`src/rtl/huffman_dec.sv`:
```
// Serial decoder for the six-symbol gray-level Huffman code: latches the code table once, then turns a bit stream into symbols 1..6.
// Optional per-symbol decoded counters DCNT1..DCNT6 are built when HUFFMAN_DEC_HIST_EN is defined.
module huffman_dec #(
  parameter int NUM_SYM = 100
) (
  input  logic       clk,
  input  logic       reset,
  input  logic       code_valid,
  input  logic [7:0] HC1,
  input  logic [7:0] HC2,
  input  logic [7:0] HC3,
  input  logic [7:0] HC4,
  input  logic [7:0] HC5,
  input  logic [7:0] HC6,
  input  logic [7:0] M1,
  input  logic [7:0] M2,
  input  logic [7:0] M3,
  input  logic [7:0] M4,
  input  logic [7:0] M5,
  input  logic [7:0] M6,
  input  logic       bit_valid,
  input  logic       bit_in,
  output logic       bit_ready,
  output logic       sym_valid,
  output logic [7:0] sym_data,
`ifdef HUFFMAN_DEC_HIST_EN
  output logic [7:0] DCNT1,
  output logic [7:0] DCNT2,
  output logic [7:0] DCNT3,
  output logic [7:0] DCNT4,
  output logic [7:0] DCNT5,
  output logic [7:0] DCNT6,
`endif
  output logic       done,
  output logic       err
);

  typedef enum logic [1:0] {
    S_IDLE = 2'd0,
    S_RUN  = 2'd1,
    S_DONE = 2'd2,
    S_ERR  = 2'd3
  } state_t;

  localparam logic [7:0] NUM_SYM_C = 8'(NUM_SYM);

  // Code length is the position of the mask's top set bit; an empty mask disables the entry.
  function automatic logic [3:0] mask_len(input logic [7:0] m);
    logic [3:0] len;
    len = 4'd0;
    for (int i = 0; i < 8; i++) begin
      len = m[i] ? 4'(i + 1) : len;
    end
    return len;
  endfunction

  state_t     state_q, state_d;
  logic [7:0] acc_q, acc_d;
  logic [3:0] cnt_q, cnt_d;
  logic [7:0] sym_cnt_q, sym_cnt_d;
  logic [7:0] hc_q [6];
  logic [7:0] hc_d [6];
  logic [7:0] m_q  [6];
  logic [7:0] m_d  [6];
  logic       sym_valid_q, sym_valid_d;
  logic [7:0] sym_data_q, sym_data_d;

  logic [7:0] hc_in [6];
  logic [7:0] m_in  [6];
  logic [3:0] len_s [6];
  logic [7:0] nacc_s;
  logic [3:0] ncnt_s;
  logic [5:0] match_s;
  logic       hit_s;
  logic [2:0] hit_idx_s;
  logic       accept_s;

  assign hc_in[0] = HC1;
  assign hc_in[1] = HC2;
  assign hc_in[2] = HC3;
  assign hc_in[3] = HC4;
  assign hc_in[4] = HC5;
  assign hc_in[5] = HC6;
  assign m_in[0]  = M1;
  assign m_in[1]  = M2;
  assign m_in[2]  = M3;
  assign m_in[3]  = M4;
  assign m_in[4]  = M5;
  assign m_in[5]  = M6;

  assign nacc_s   = (acc_q << 1) | {7'd0, bit_in};
  assign ncnt_s   = cnt_q + 4'd1;
  assign accept_s = (state_q == S_RUN) && bit_valid;

  always_comb begin
    match_s = 6'd0;
    for (int k = 0; k < 6; k++) begin
      len_s[k]   = mask_len(m_q[k]);
      match_s[k] = (len_s[k] == ncnt_s) && ((nacc_s & m_q[k]) == (hc_q[k] & m_q[k]));
    end
  end

  // Lowest matching entry wins if a malformed table produces a tie.
  always_comb begin
    hit_idx_s = 3'd0;
    for (int k = 5; k >= 0; k--) begin
      hit_idx_s = match_s[k] ? 3'(k) : hit_idx_s;
    end
  end

  assign hit_s = |match_s;

  always_comb begin
    state_d     = state_q;
    acc_d       = acc_q;
    cnt_d       = cnt_q;
    sym_cnt_d   = sym_cnt_q;
    hc_d        = hc_q;
    m_d         = m_q;
    sym_valid_d = 1'b0;
    sym_data_d  = sym_data_q;
    case (state_q)
      S_IDLE: begin
        if (code_valid) begin
          hc_d    = hc_in;
          m_d     = m_in;
          state_d = S_RUN;
        end else begin
          state_d = S_IDLE;
        end
      end
      S_RUN: begin
        if (!bit_valid) begin
          state_d = S_RUN;
        end else if (hit_s) begin
          sym_valid_d = 1'b1;
          sym_data_d  = {5'd0, hit_idx_s} + 8'd1;
          acc_d       = 8'd0;
          cnt_d       = 4'd0;
          sym_cnt_d   = sym_cnt_q + 8'd1;
          state_d     = (sym_cnt_d == NUM_SYM_C) ? S_DONE : S_RUN;
        end else if (ncnt_s == 4'd8) begin
          state_d = S_ERR;
        end else begin
          acc_d = nacc_s;
          cnt_d = ncnt_s;
        end
      end
      S_DONE:  state_d = S_DONE;
      S_ERR:   state_d = S_ERR;
      default: state_d = S_IDLE;
    endcase
  end

  always_ff @(posedge clk) begin
    if (reset) begin
      state_q     <= S_IDLE;
      acc_q       <= 8'd0;
      cnt_q       <= 4'd0;
      sym_cnt_q   <= 8'd0;
      sym_valid_q <= 1'b0;
      sym_data_q  <= 8'd0;
      for (int k = 0; k < 6; k++) begin
        hc_q[k] <= 8'd0;
        m_q[k]  <= 8'd0;
      end
    end else begin
      state_q     <= state_d;
      acc_q       <= acc_d;
      cnt_q       <= cnt_d;
      sym_cnt_q   <= sym_cnt_d;
      sym_valid_q <= sym_valid_d;
      sym_data_q  <= sym_data_d;
      hc_q        <= hc_d;
      m_q         <= m_d;
    end
  end

  assign bit_ready = (state_q == S_RUN);
  assign done      = (state_q == S_DONE);
  assign err       = (state_q == S_ERR);
  assign sym_valid = sym_valid_q;
  assign sym_data  = sym_data_q;

`ifdef HUFFMAN_DEC_HIST_EN
  logic [7:0] dcnt_q [6];

  // Saturating per-symbol counters, updated on the same edge that raises sym_valid.
  always_ff @(posedge clk) begin
    for (int k = 0; k < 6; k++) begin
      if (reset) begin
        dcnt_q[k] <= 8'd0;
      end else if (accept_s && hit_s && (hit_idx_s == 3'(k)) && (dcnt_q[k] != 8'hFF)) begin
        dcnt_q[k] <= dcnt_q[k] + 8'd1;
      end else begin
        dcnt_q[k] <= dcnt_q[k];
      end
    end
  end

  assign DCNT1 = dcnt_q[0];
  assign DCNT2 = dcnt_q[1];
  assign DCNT3 = dcnt_q[2];
  assign DCNT4 = dcnt_q[3];
  assign DCNT5 = dcnt_q[4];
  assign DCNT6 = dcnt_q[5];
`endif

endmodule

```
`config.mk`:
```
export PLATFORM = sky130hd
export DESIGN_NAME = huffman_dec
export DESIGN_NICKNAME = d
export VERILOG_FILES = /design/src/rtl/huffman_dec.sv
export SDC_FILE = /design/constraint.sdc
export NUM_CORES = 1
export LEC_CHECK = 0
export BUFFER_PORTS_ARGS = -buffer_cell sky130_fd_sc_hd__buf_2
export CAP_MARGIN = 20
export CORE_UTILIZATION = 60
export CTS_BUF_LIST = sky130_fd_sc_hd__clkbuf_16
export DETAILED_ROUTE_END_ITERATION = 7
export PLACE_DENSITY = 0.91
export RECOVER_POWER = 50
export SLEW_MARGIN = 40
export SYNTH_ARGS = -nofsm -noshare
export SYNTH_HDL_FRONTEND = slang
export SYNTH_SLANG_ARGS = --single-unit
```
`constraint.sdc`:
```
create_clock -name clk -period 6.4 [get_ports clk]
set_clock_uncertainty 0.15 [all_clocks]
set_input_delay 1.28 -clock clk [delete_from_list [all_inputs] [get_ports clk]]
set_output_delay 1.28 -clock clk [all_outputs]
set_load 0.01 [all_outputs]
```
==> impl_results.md, run 1 <==
* Minimum clock period at 4.85 ns
* Slowest cell on the critical path: sky130_fd_sc_hd__clkbuf_1
* Reg2Reg Depth at 5
* Worst setup slack for register-to-register paths at 1.95 ns
* Detail Placement HPWL at 9910 µm
* Top fanout value on the critical path at 57
* Worst setup EP type: register
* EDFF count, synth at 0
* Clock tree root buffer cell: sky130_fd_sc_hd__clkbuf_16
* Unrepaired setup endpoints after global routing: false
* Die X at 102 µm
* Number of global-route vias before repair at 5335
* Number of cells produced by synthesis at 782
* TritonCTS Sinks at 122
* IR Drop Worst-Case VDD at 0.197 mV
* Async S/R FF share, synth at 0%
* Critical path cell sequence: clkbuf_1 -> and2_0 -> clkbuf_1 -> nand2_1 -> a21oi_1
* Seq/Total Area, Yosys at 40.5%
* Final cycle utilization of the critical path at 75.7%
* Total detailed-routing wirelength at 15500 µm
* Setup bufs post-CTS at 0
* Req. time, crit path at 6.57 ns
* Max-slew violation total from the final report at 100
* Number of antenna violations at the first check in global routing at 0
* Most used flip-flop cell after synthesis: sky130_fd_sc_hd__dfxtp_1
* Number of different library cells in the post-synthesis netlist at 58
* Die ar. at 10400 µm²
* Origin of the critical flop-to-flop path: state_q[0]
* Max stage delay on crit path at 1.54 ns
* Final routed DRC violation total at 0
* Diode insertion count for antenna repair at 0
* Delay-heaviest family, CP: simple AND/OR/NAND/NOR gates
* Routability congestion estimate at 0.882
* Global router's overall resource usage at 31.1%
* Top-Level Pins at 113
* Violations in the final reports: capacitance limit, slew limit
* Largest net degree at the start of global routing at 65
* Worst Tran Pin Value at 2.02 ns
* Buffer and inverter count on the worst path at 2
* Count of endpoints failing setup in the final report at 0
* Number of buffers inserted for hold repair after clock tree synthesis at 0
* Status: finished with violations
* Core Footprint at 9770 µm²
* Synthesis-to-layout area growth at 16.8%
* Max-slew headroom at the worst pin at -34.8%
* Clock input transition at the sequential cells of the worst setup and hold paths at 0.05 ns
* Mean Syn Cell Area at 7.70 µm²
* Fill cells at 737
* Final hold violation count at 0
* Endpoint of the worst register-to-register path: hc_q[15]
* Max Clock Freq at 206 MHz
* Number of vias in the routed layout at 5856
* Count of state elements after synthesis at 122
* Sum of overflow across all layers after global routing at 0
* Post-detailed-route count of antenna-violating nets at 0
* Post-synth design cell area at 6020 µm²
* Starting utilization of the core area at 61.6%
* Setup tns final at 0 ns
* Maximum clock insertion buffer count at 2
* Share of layout cells above drive strength 1 at 16.6%
* Yosys Warn Count at 0
* DRC violation total after the first TritonRoute iteration at 409
* First-pass DRT Iterations at 5
* Total of buffers placed on input and output ports at 108
* DR WL/cell at 15.6 µm
* Count of instances resized after the clock tree is built at 0
* Worst Hold Slack at 0.315 ns
* Site Rows at 36
* Most numerous cell on the critical path: sky130_fd_sc_hd__clkbuf_1
* Routed vias/inst at 5.88
* Die height at 102 µm
* TritonCTS clock tree: done
* Worst setup path class: in2reg
* Max-cap violations at 2
* Path category of the worst min-delay check: reg2reg
* Num CTS Buffers at 17
* Element type at the critical path start: primary input
* Leakage power at 2.96 nW
* Worst Min Path Start: hc_q[40]
* Net count of the finished layout at 957
* Insertion delay of the later-clocked pin in the worst-skew pair at 0.41 ns
* Power density over cell area at 311 nW/µm²
* Global-route wire length before repair at 25100 µm
* Capture endpoint of the worst hold path: hc_q[40]
* Arrival time worst endpoint at 5.02 ns
* CTS H-Tree Depth at 4
* Count of cells along the worst hold path at 2
[routing by layer]
layer	vias up	wire length, µm	global-route usage [%]
li1	2812	-	-
met1	2734	6590	39.2
met2	250	7470	51.2
met3	60	869	5.20
met4	0	607	16.6
met5	-	0	0
[worst reg2reg max path, stage by stage (launching register included)]
cell and delay, ns:
sky130_fd_sc_hd__dfxtp_1 0.36, sky130_fd_sc_hd__nor2_1 0.21, sky130_fd_sc_hd__and2_0 1.52, sky130_fd_sc_hd__clkbuf_1 1.55, sky130_fd_sc_hd__nand2_1 0.33, sky130_fd_sc_hd__a21oi_1 0.26
[synthesized netlist by cell type, types with 8 or more instances]
master | number | area share [%]
sky130_fd_sc_hd__o22ai_1 | 9 | 0.93
sky130_fd_sc_hd__nor2_1 | 27 | 1.7
sky130_fd_sc_hd__inv_1 | 14 | 0.87
sky130_fd_sc_hd__a21oi_1 | 125 | 10
sky130_fd_sc_hd__nand3_1 | 9 | 0.75
sky130_fd_sc_hd__a22oi_1 | 12 | 1.5
sky130_fd_sc_hd__nor4_1 | 8 | 0.83
sky130_fd_sc_hd__xor2_1 | 52 | 7.6
sky130_fd_sc_hd__nand4_1 | 9 | 0.93
sky130_fd_sc_hd__nand2_1 | 211 | 13
sky130_fd_sc_hd__nor2b_1 | 10 | 1.0
sky130_fd_sc_hd__clkbuf_1 | 48 | 3.0
sky130_fd_sc_hd__dfxtp_1 | 122 | 41
[layout make-up]
cell class	instances	area, µm²	area share [%]
Sequential cell	122	2440	34.7
Clock inverter	12	111	1.58
Timing Repair Buffer	111	552	7.84
Inverter	15	56.3	0.800
Multi-Input combinational cell	586	3280	46.6
Clock buffer	17	425	6.05
Tap cell	133	166	2.37
[stage by stage]
step	setup WS, ns	power [mW]	area [µm²]	util, %	std cells
floorplan	2.53	1.20	6040	-	785
global placement	2.37	1.29	6510	66.6	967
detailed placement	2.30	1.30	6510	66.6	967
CTS	2.26	2.18	7050	72.1	996
global route	1.00	2.28	7040	72.0	996
finish	1.55	2.19	7040	72.0	996
[placed cells by master (no fill, tap or decap), drive strengths merged, types with 9 or more instances in the layout]
| master | netlist | routed |
|---|---|---|
| nor2 | 27 | 27 |
| a21oi | 125 | 125 |
| dfxtp | 122 | 122 |
| a22oi | 12 | 12 |
| xor2 | 54 | 54 |
| nand4 | 9 | 9 |
| inv | 14 | 15 |
| nand3 | 10 | 10 |
| nand2 | 212 | 212 |
| o22ai | 9 | 9 |
| clkbuf | 48 | 26 |
| nor2b | 10 | 10 |
| buf | 14 | 102 |
[cell families (layout without fill, tap and decap cells)]
group | Yosys count | count (layout) | synth area share [%]
other | 1 | 4 | 0.0622
XOR/XNOR | 61 | 61 | 9.12
adder cells (fa/ha/maj) | 3 | 3 | 0.623
buffers and inverters | 77 | 155 | 5.21
AND/OR/NAND/NOR | 316 | 316 | 23.2
multiplexers | 8 | 8 | 1.50
AO/OA/AOI/OAI | 194 | 194 | 19.7
flip-flops | 122 | 122 | 40.5
[sequential cells by signal (all words and copies together), names as in the netlist]
name / flops
hc_q: 48
m_q: 48
sym_cnt_q: 8
acc_q: 7
cnt_q: 4
sym_data: 4
state_q: 2
sym_valid: 1
[report_power, final]
part,switching [mW],internal [mW]
clock network,0.326,0.557
logic,0.254,0.161
registers,0.0680,0.820
total,0.648,1.54
[worst max path at each step]
| stage | start | endpoint | slack [ns] | depth (start not counted) |
|---|---|---|---|---|
| after global placement | bit_in | sym_cnt_q[7] | 2.37 | 8 |
| after detailed placement | cnt_q[0] | sym_cnt_q[7] | 2.30 | 8 |
| after floorplan | bit_in | sym_data[2] | 2.53 | 11 |
| after global routing | code_valid | hc_q[15] | 1.00 | 5 |
| after CTS | cnt_q[0] | sym_cnt_q[7] | 2.26 | 8 |
| final | code_valid | hc_q[15] | 1.55 | 5 |
(Power assumes the default switching activity.)
==> run 2, diff against run 1 <==
--- a/config.mk
+++ b/config.mk
@@ -5,12 +5,13 @@
 export SDC_FILE = /design/constraint.sdc
 export NUM_CORES = 1
 export LEC_CHECK = 0
+export ABC_AREA = 1
 export BUFFER_PORTS_ARGS = -buffer_cell sky130_fd_sc_hd__buf_2
 export CAP_MARGIN = 20
-export CORE_UTILIZATION = 60
+export CORE_UTILIZATION = 56
 export CTS_BUF_LIST = sky130_fd_sc_hd__clkbuf_16
 export DETAILED_ROUTE_END_ITERATION = 7
-export PLACE_DENSITY = 0.91
+export PLACE_DENSITY = 0.86
 export RECOVER_POWER = 50
 export SLEW_MARGIN = 40
 export SYNTH_ARGS = -nofsm -noshare
==> constraint.sdc (replaced) <==
create_clock -name clk -period 4.7 [get_ports clk]
set_clock_uncertainty 0.15 [all_clocks]
set_input_delay 0.94 -clock clk [delete_from_list [all_inputs] [get_ports clk]]
set_output_delay 0.94 -clock clk [all_outputs]
set_load 0.01 [all_outputs]
==> run 2 against run 1 <==
The run now ends clean. Register-to-register slack got worse by 0.30 ns. Die area increased by 12%. Clock-buffer cell count did not move. Non-clock buffer count is 1 higher. Via count up 14%. First-iteration DRC count rose by 25%. Combinational power rose by 30%. Final area up 5.6%. Sequential share of layout area down 1.8 points. Flip-flop and latch count unchanged. Clock power is 54% higher. Largest cell class unchanged. Largest power group is now the clock network.
==> impl_results.md, run 2 <==
* Routed vias/inst at 5.40
* Top fanout value on the critical path at 34
* Status: completed
* Number of antenna violations at the first check in global routing at 0
* Worst setup EP type: register
* Share of layout cells above drive strength 1 at 14.9%
* Path category of the worst min-delay check: reg2reg
* Synthesis-to-layout area growth at 17.4%
* Number of vias in the routed layout at 6648
* Seq/Total Area, Yosys at 38.6%
* Post-detailed-route count of antenna-violating nets at 0
* Number of cells in the finished layout apart from fillers at 1231
* Post-synth design cell area at 6330 µm²
* Number of global-route vias before repair at 6212
* Minimum clock period at 3.17 ns
* Global-route wire length before repair at 28500 µm
* First-pass DRT Iterations at 7
* Routability congestion estimate at 0.904
* Total of buffers placed on input and output ports at 108
* Most common library cell in the layout ignoring fill and taps: sky130_fd_sc_hd__nand2_1
* Clock tree root buffer cell: sky130_fd_sc_hd__clkbuf_16
* Worst Hold Slack at 0.320 ns
* Post-placement cell area at 6840 µm²
* DRC violation total after the first TritonRoute iteration at 513
* Sum of overflow across all layers after global routing at 0
* Fill cells at 957
* Clock input transition at the sequential cells of the worst setup and hold paths at 0.05 ns
* Die ar. at 11700 µm²
* Max Clock Freq at 315 MHz
* Number of cells produced by synthesis at 994
* Number of different library cells in the post-synthesis netlist at 31
* Mean Syn Cell Area at 6.37 µm²
* Max-slew violation total from the final report at 0
* Die X at 108 µm
* Final routed DRC violation total at 0
* Largest net degree at the start of global routing at 92
* Total detailed-routing wirelength at 17700 µm
* Count of state elements after synthesis at 122
* Final cycle utilization of the critical path at 67.5%
* Arrival time worst endpoint at 3.32 ns
* Most common cell in the synthesized netlist: sky130_fd_sc_hd__nand2_1
* Detail Placement HPWL at 11500 µm
* Final Core Density at 67.9%
* IR Drop Worst-Case VDD at 0.224 mV
* Count of cells along the worst hold path at 2
* Yosys Warn Count at 0
* Worst Tran Pin Value at 1.32 ns
* Area share of the largest cell type after synthesis at 38.6%
* Async S/R FF share, synth at 0%
* Diode insertion count for antenna repair at 0
* Cells taking the most area after synthesis: sky130_fd_sc_hd__dfxtp_1, sky130_fd_sc_hd__nand2_1, sky130_fd_sc_hd__nor2_1
* Overall power consumption at 3.10 mW
* Top post-synthesis cells by count: sky130_fd_sc_hd__nand2_1, sky130_fd_sc_hd__nor2_1, sky130_fd_sc_hd__dfxtp_1
* DR WL/cell at 14.4 µm
* Die height at 108 µm
* Origin of the critical flop-to-flop path: state_q[0]
* Count of instances resized after the clock tree is built at 0
* Unrepaired setup endpoints after global routing: false
* Site Rows at 38
* Reg2Reg Depth at 5
* CTS H-Tree Depth at 4
* TritonCTS Sinks at 122
* Most used flip-flop cell after synthesis: sky130_fd_sc_hd__dfxtp_1
* Commonest non-fill, non-tap cells in the layout: sky130_fd_sc_hd__nand2_1, sky130_fd_sc_hd__nor2_1, sky130_fd_sc_hd__dfxtp_1, sky130_fd_sc_hd__o21ai_0, sky130_fd_sc_hd__buf_2
* Pre-CTS setup slack at 1.87 ns
* Top-Level Pins at 113
* Max-cap violations at 0
* Element type at the critical path start: primary input
* Endpoint of the worst register-to-register path: m_q[40]
* Power density over cell area at 417 nW/µm²
* Net count of the finished layout at 1182
* Maximum clock insertion buffer count at 2
* Core Footprint at 10900 µm²
* Leakage power at 3.51 nW
* Final instance area at 7430 µm²
* Final hold violation count at 0
* Crit path setup slack, layout at 1.53 ns
* Placed cell count at 1199
* Worst Min Path Start: hc_q[23]
* Registers with the highest flip-flop counts: hc_q (48), m_q (48), sym_cnt_q (8)
* Setup tns final at 0 ns
* Starting utilization of the core area at 57.9%
* Count of endpoints failing setup in the final report at 0
* Worst setup slack for register-to-register paths at 1.65 ns
* TritonCTS clock tree: done
* Req. time, crit path at 4.84 ns
* Max-slew headroom at the worst pin at 11.4%
* Num CTS Buffers at 17
* EDFF count, synth at 0
* Worst setup path class: in2reg
* Setup bufs post-CTS at 0
* Most area-hungry cell type in the Yosys netlist: sky130_fd_sc_hd__dfxtp_1
* Capture endpoint of the worst hold path: hc_q[23]
* Insertion delay of the later-clocked pin in the worst-skew pair at 0.41 ns
* Global router's overall resource usage at 31.7%
* Number of buffers inserted for hold repair after clock tree synthesis at 0
## run 2: layout make-up
| type | count | area [µm²] | share of cell area [%] |
|---|---|---|---|
| tap | 140 | 175 | 2.36 |
| clock inverter | 15 | 183 | 2.46 |
| clock buffer | 17 | 425 | 5.73 |
| multi-input combinational | 729 | 3270 | 44.0 |
| sequential | 122 | 2440 | 32.9 |
| timing repair buffer | 112 | 561 | 7.55 |
| inverter | 96 | 372 | 5.00 |
## run 2: logic make-up after synthesis
| family | count (synthesis) | share of synthesized area (%) |
|---|---|---|
| and+or+nand+nor | 525 | 34.7 |
| buffers and inverters | 146 | 9.92 |
| adders and majority gates | 3 | 0.593 |
| AOI/OAI and AO/OA | 190 | 15.2 |
| xor gates and xnor gates | 7 | 0.969 |
| DFF | 122 | 38.6 |
| other | 1 | 0.0593 |
## run 2: worst max-delay path by stage
stage | to | slack [ns] | from
floorplan | sym_data[1] | 2.07 | bit_in
global placement | sym_data[1] | 1.92 | bit_in
detailed placement | sym_data[1] | 1.87 | bit_in
CTS | sym_cnt_q[0] | 2.03 | acc_q[5]
global route | m_q[40] | 1.25 | code_valid
finish | m_q[40] | 1.53 | code_valid
## run 2: critical path, stage by stage
cell and delay, ns:
sky130_fd_sc_hd__buf_2 0.09, sky130_fd_sc_hd__nand2_1 0.50, sky130_fd_sc_hd__clkinvlp_2 1.27, sky130_fd_sc_hd__nor2_1 0.41, sky130_fd_sc_hd__nor2_1 0.09
## run 2: power by group
group / switching (mW) / total (mW) / internal [mW]
clock network: 0.481 / 1.36 / 0.877
logic: 0.347 / 0.541 / 0.194
registers: 0.0761 / 1.20 / 1.12
total: 0.904 / 3.10 / 2.19
## run 2: layer usage
metal | share of wire, % | up-vias | wire length [µm] | global-route usage [%]
li1 | - | 3317 | - | -
met1 | 42 | 2961 | 7360 | 37.8
met4 | 5.3 | 0 | 934 | 19.8
met2 | 46 | 298 | 8130 | 52.5
met3 | 7.3 | 72 | 1300 | 5.97
met5 | 0 | - | 0 | 0
==> run 3, diff against run 2 <==
--- a/config.mk
+++ b/config.mk
@@ -8,10 +8,10 @@
 export ABC_AREA = 1
 export BUFFER_PORTS_ARGS = -buffer_cell sky130_fd_sc_hd__buf_2
 export CAP_MARGIN = 20
-export CORE_UTILIZATION = 56
+export CORE_UTILIZATION = 51
 export CTS_BUF_LIST = sky130_fd_sc_hd__clkbuf_16
 export DETAILED_ROUTE_END_ITERATION = 7
-export PLACE_DENSITY = 0.86
+export PLACE_DENSITY = 0.83
 export RECOVER_POWER = 50
 export SLEW_MARGIN = 40
 export SYNTH_ARGS = -nofsm -noshare
==> constraint.sdc (replaced) <==
create_clock -name clk -period 2.7 [get_ports clk]
set_clock_uncertainty 0.15 [all_clocks]
set_input_delay 0.54 -clock clk [delete_from_list [all_inputs] [get_ports clk]]
set_output_delay 0.54 -clock clk [all_outputs]
set_load 0.01 [all_outputs]
==> run 3 against run 2 <==
Register-to-register slack worse by 1.4 ns. First-iteration DRC count is 2.3% lower. Wire length is 3.4% lower. Final cell count is 3.2% higher. Critical path depth is 14 higher. Combinational power is 75% higher. Sequential power is 73% higher. Via count is 1.5% lower. Critical endpoint is now sym_data[1]. Largest cell class unchanged.
==> impl_results.md, run 3 (synthesis gave the netlist of run 2 again) <==
* Status: completed
* Fill cells at 1157
* Worst setup path class: reg2reg
* Die ar. at 12900 µm²
* Most numerous cell on the critical path: sky130_fd_sc_hd__nand2_1
* Post-detailed-route count of antenna-violating nets at 0
* Max-cap violations at 0
* Share of layout cells above drive strength 1 at 16.2%
* Pre-CTS setup slack at 0.268 ns
* Routability congestion estimate at 0.908
* Top-Level Pins at 113
* DRC violation total after the first TritonRoute iteration at 501
* Critical path cell sequence: ha_1 -> inv_1 -> nand2_2 -> nand2_4 -> inv_4 -> nand2_1 -> nand2_1 -> nor2_1 -> nand2_1 -> nor2_1 -> nand2_2 -> nand2_1 -> nand2_1 -> nand2_1 -> nand2_1 -> inv_1 -> ha_1 -> o21ai_1 -> nor2_1
* Registers with the highest flip-flop counts: hc_q (48), m_q (48), sym_cnt_q (8)
* Max-slew headroom at the worst pin at 61.3%
* Total detailed-routing wirelength at 17100 µm
* Number of global-route vias before repair at 5860
* Die X at 113 µm
* Clock tree root buffer cell: sky130_fd_sc_hd__clkbuf_16
* TritonCTS clock tree: done
* TritonCTS Sinks at 122
* Req. time, crit path at 2.87 ns
* Arrival time worst endpoint at 2.60 ns
* Routed vias/inst at 5.16
* Count of endpoints failing setup in the final report at 0
* CTS H-Tree Depth at 4
* Unrepaired setup endpoints after global routing: false
* Buffer and inverter count on the worst path at 3
* Minimum clock period at 2.44 ns
* Power density over cell area at 704 nW/µm²
* Setup bufs post-CTS at 0
* Maximum clock insertion buffer count at 2
* Cell-internal power at 3.75 mW
* Post-placement cell area at 6980 µm²
* Detail Placement HPWL at 12100 µm
* Number of buffers inserted for hold repair after clock tree synthesis at 0
* Max Clock Freq at 410 MHz
* Global-route wire length before repair at 27800 µm
* Final cycle utilization of the critical path at 90.2%
* Net count of the finished layout at 1193
* Total of buffers placed on input and output ports at 108
* Crit path setup slack, layout at 0.264 ns
* Delay-heaviest family, CP: simple AND/OR/NAND/NOR gates
* Global router's overall resource usage at 27.8%
* Overall power consumption at 5.33 mW
* First-pass DRT Iterations at 5
* Gate power share at 17.8%
* Synthesis-to-layout area growth at 19.6%
* Number of cells in the finished layout apart from fillers at 1270
* Switching portion of total power at 29.7%
* Max-slew violation total from the final report at 0
* Placed cell count at 1238
* Clock network fraction of design power at 43.2%
* Count of instances resized after the clock tree is built at 0
* Largest net degree at the start of global routing at 160
* Final hold violation count at 0
* Final instance area at 7570 µm²
* Num CTS Buffers at 17
* Switching pwr at 1.58 mW
* Final routed DRC violation total at 0
* Worst setup EP type: register
* Insertion delay of the later-clocked pin in the worst-skew pair at 0.42 ns
* Number of vias in the routed layout at 6547
* Register share of total power at 39.0%
* Most common library cell in the layout ignoring fill and taps: sky130_fd_sc_hd__nand2_1
* Leakage power at 3.57 nW
* Core Footprint at 12100 µm²
* Number of antenna violations at the first check in global routing at 0
* Path category of the worst min-delay check: in2reg
* IR Drop Worst-Case VDD at 0.485 mV
* Setup tns final at 0 ns
* DR WL/cell at 13.5 µm
* Starting utilization of the core area at 52.5%
* Element type at the critical path start: register
* Commonest non-fill, non-tap cells in the layout: sky130_fd_sc_hd__nand2_1, sky130_fd_sc_hd__nor2_1, sky130_fd_sc_hd__dfxtp_1, sky130_fd_sc_hd__o21ai_0, sky130_fd_sc_hd__buf_2
* Slowest cell on the critical path: sky130_fd_sc_hd__dfxtp_2
* Site Rows at 40
* Worst Tran Pin Value at 0.580 ns
* Die height at 113 µm
* Clock input transition at the sequential cells of the worst setup and hold paths at 0.06 ns
* Top fanout value on the critical path at 7
* Diode insertion count for antenna repair at 0
* Max stage delay on crit path at 0.34 ns
* Sum of overflow across all layers after global routing at 0
==> run 3: worst paths after layout <==
path               start          end  slack, ns  cells after the start
max reg2reg     cnt_q[1]  sym_data[1]       0.26                     19
min               HC4[4]     hc_q[20]       0.21                      3
max             cnt_q[1]  sym_data[1]       0.26                     19
min reg2reg  sym_data[3]  sym_data[3]       0.30                      2
==> run 3: area by class of cell <==
cell class / count / area [µm²] / share of cell area [%]
timing repair buffer: 123 / 672 / 8.87
tap: 168 / 210 / 2.78
multi-input combinational: 729 / 3280 / 43.3
clock buffer: 17 / 425 / 5.62
sequential: 122 / 2440 / 32.3
clock inverter: 15 / 175 / 2.31
inverter: 96 / 368 / 4.86
==> run 3: worst min-delay path, cell delays in order <==
cell and delay [ns]:
sky130_fd_sc_hd__buf_2 0.07, sky130_fd_sc_hd__o21ai_0 0.07, sky130_fd_sc_hd__nor2_1 0.07
==> run 3: power by group through the flow <==
stage	clock network, mW	logic, mW	registers, mW
finish	2.30	0.949	2.08
global route	2.41	1.08	2.09
CTS	2.32	0.944	2.07
detailed placement	0	0.935	2.11
global placement	0	0.909	2.10
floorplan	0	0.710	2.07
==> run 3: through the flow <==
stage               utilization [%]  hold WS (ns)
detailed placement             57.8         0.286
floorplan                         -         0.293
CTS                            62.8         0.206
global route                   62.8         0.221
global placement               57.8         0.288
finish                         62.8         0.212
==> run 3: routing by layer <==
metal / global-route usage, % / part of all wire [%]
met1: 34.5 / 42
met2: 46.3 / 46
met3: 5.90 / 7.8
met4: 13.2 / 3.4
met5: 0 / 0
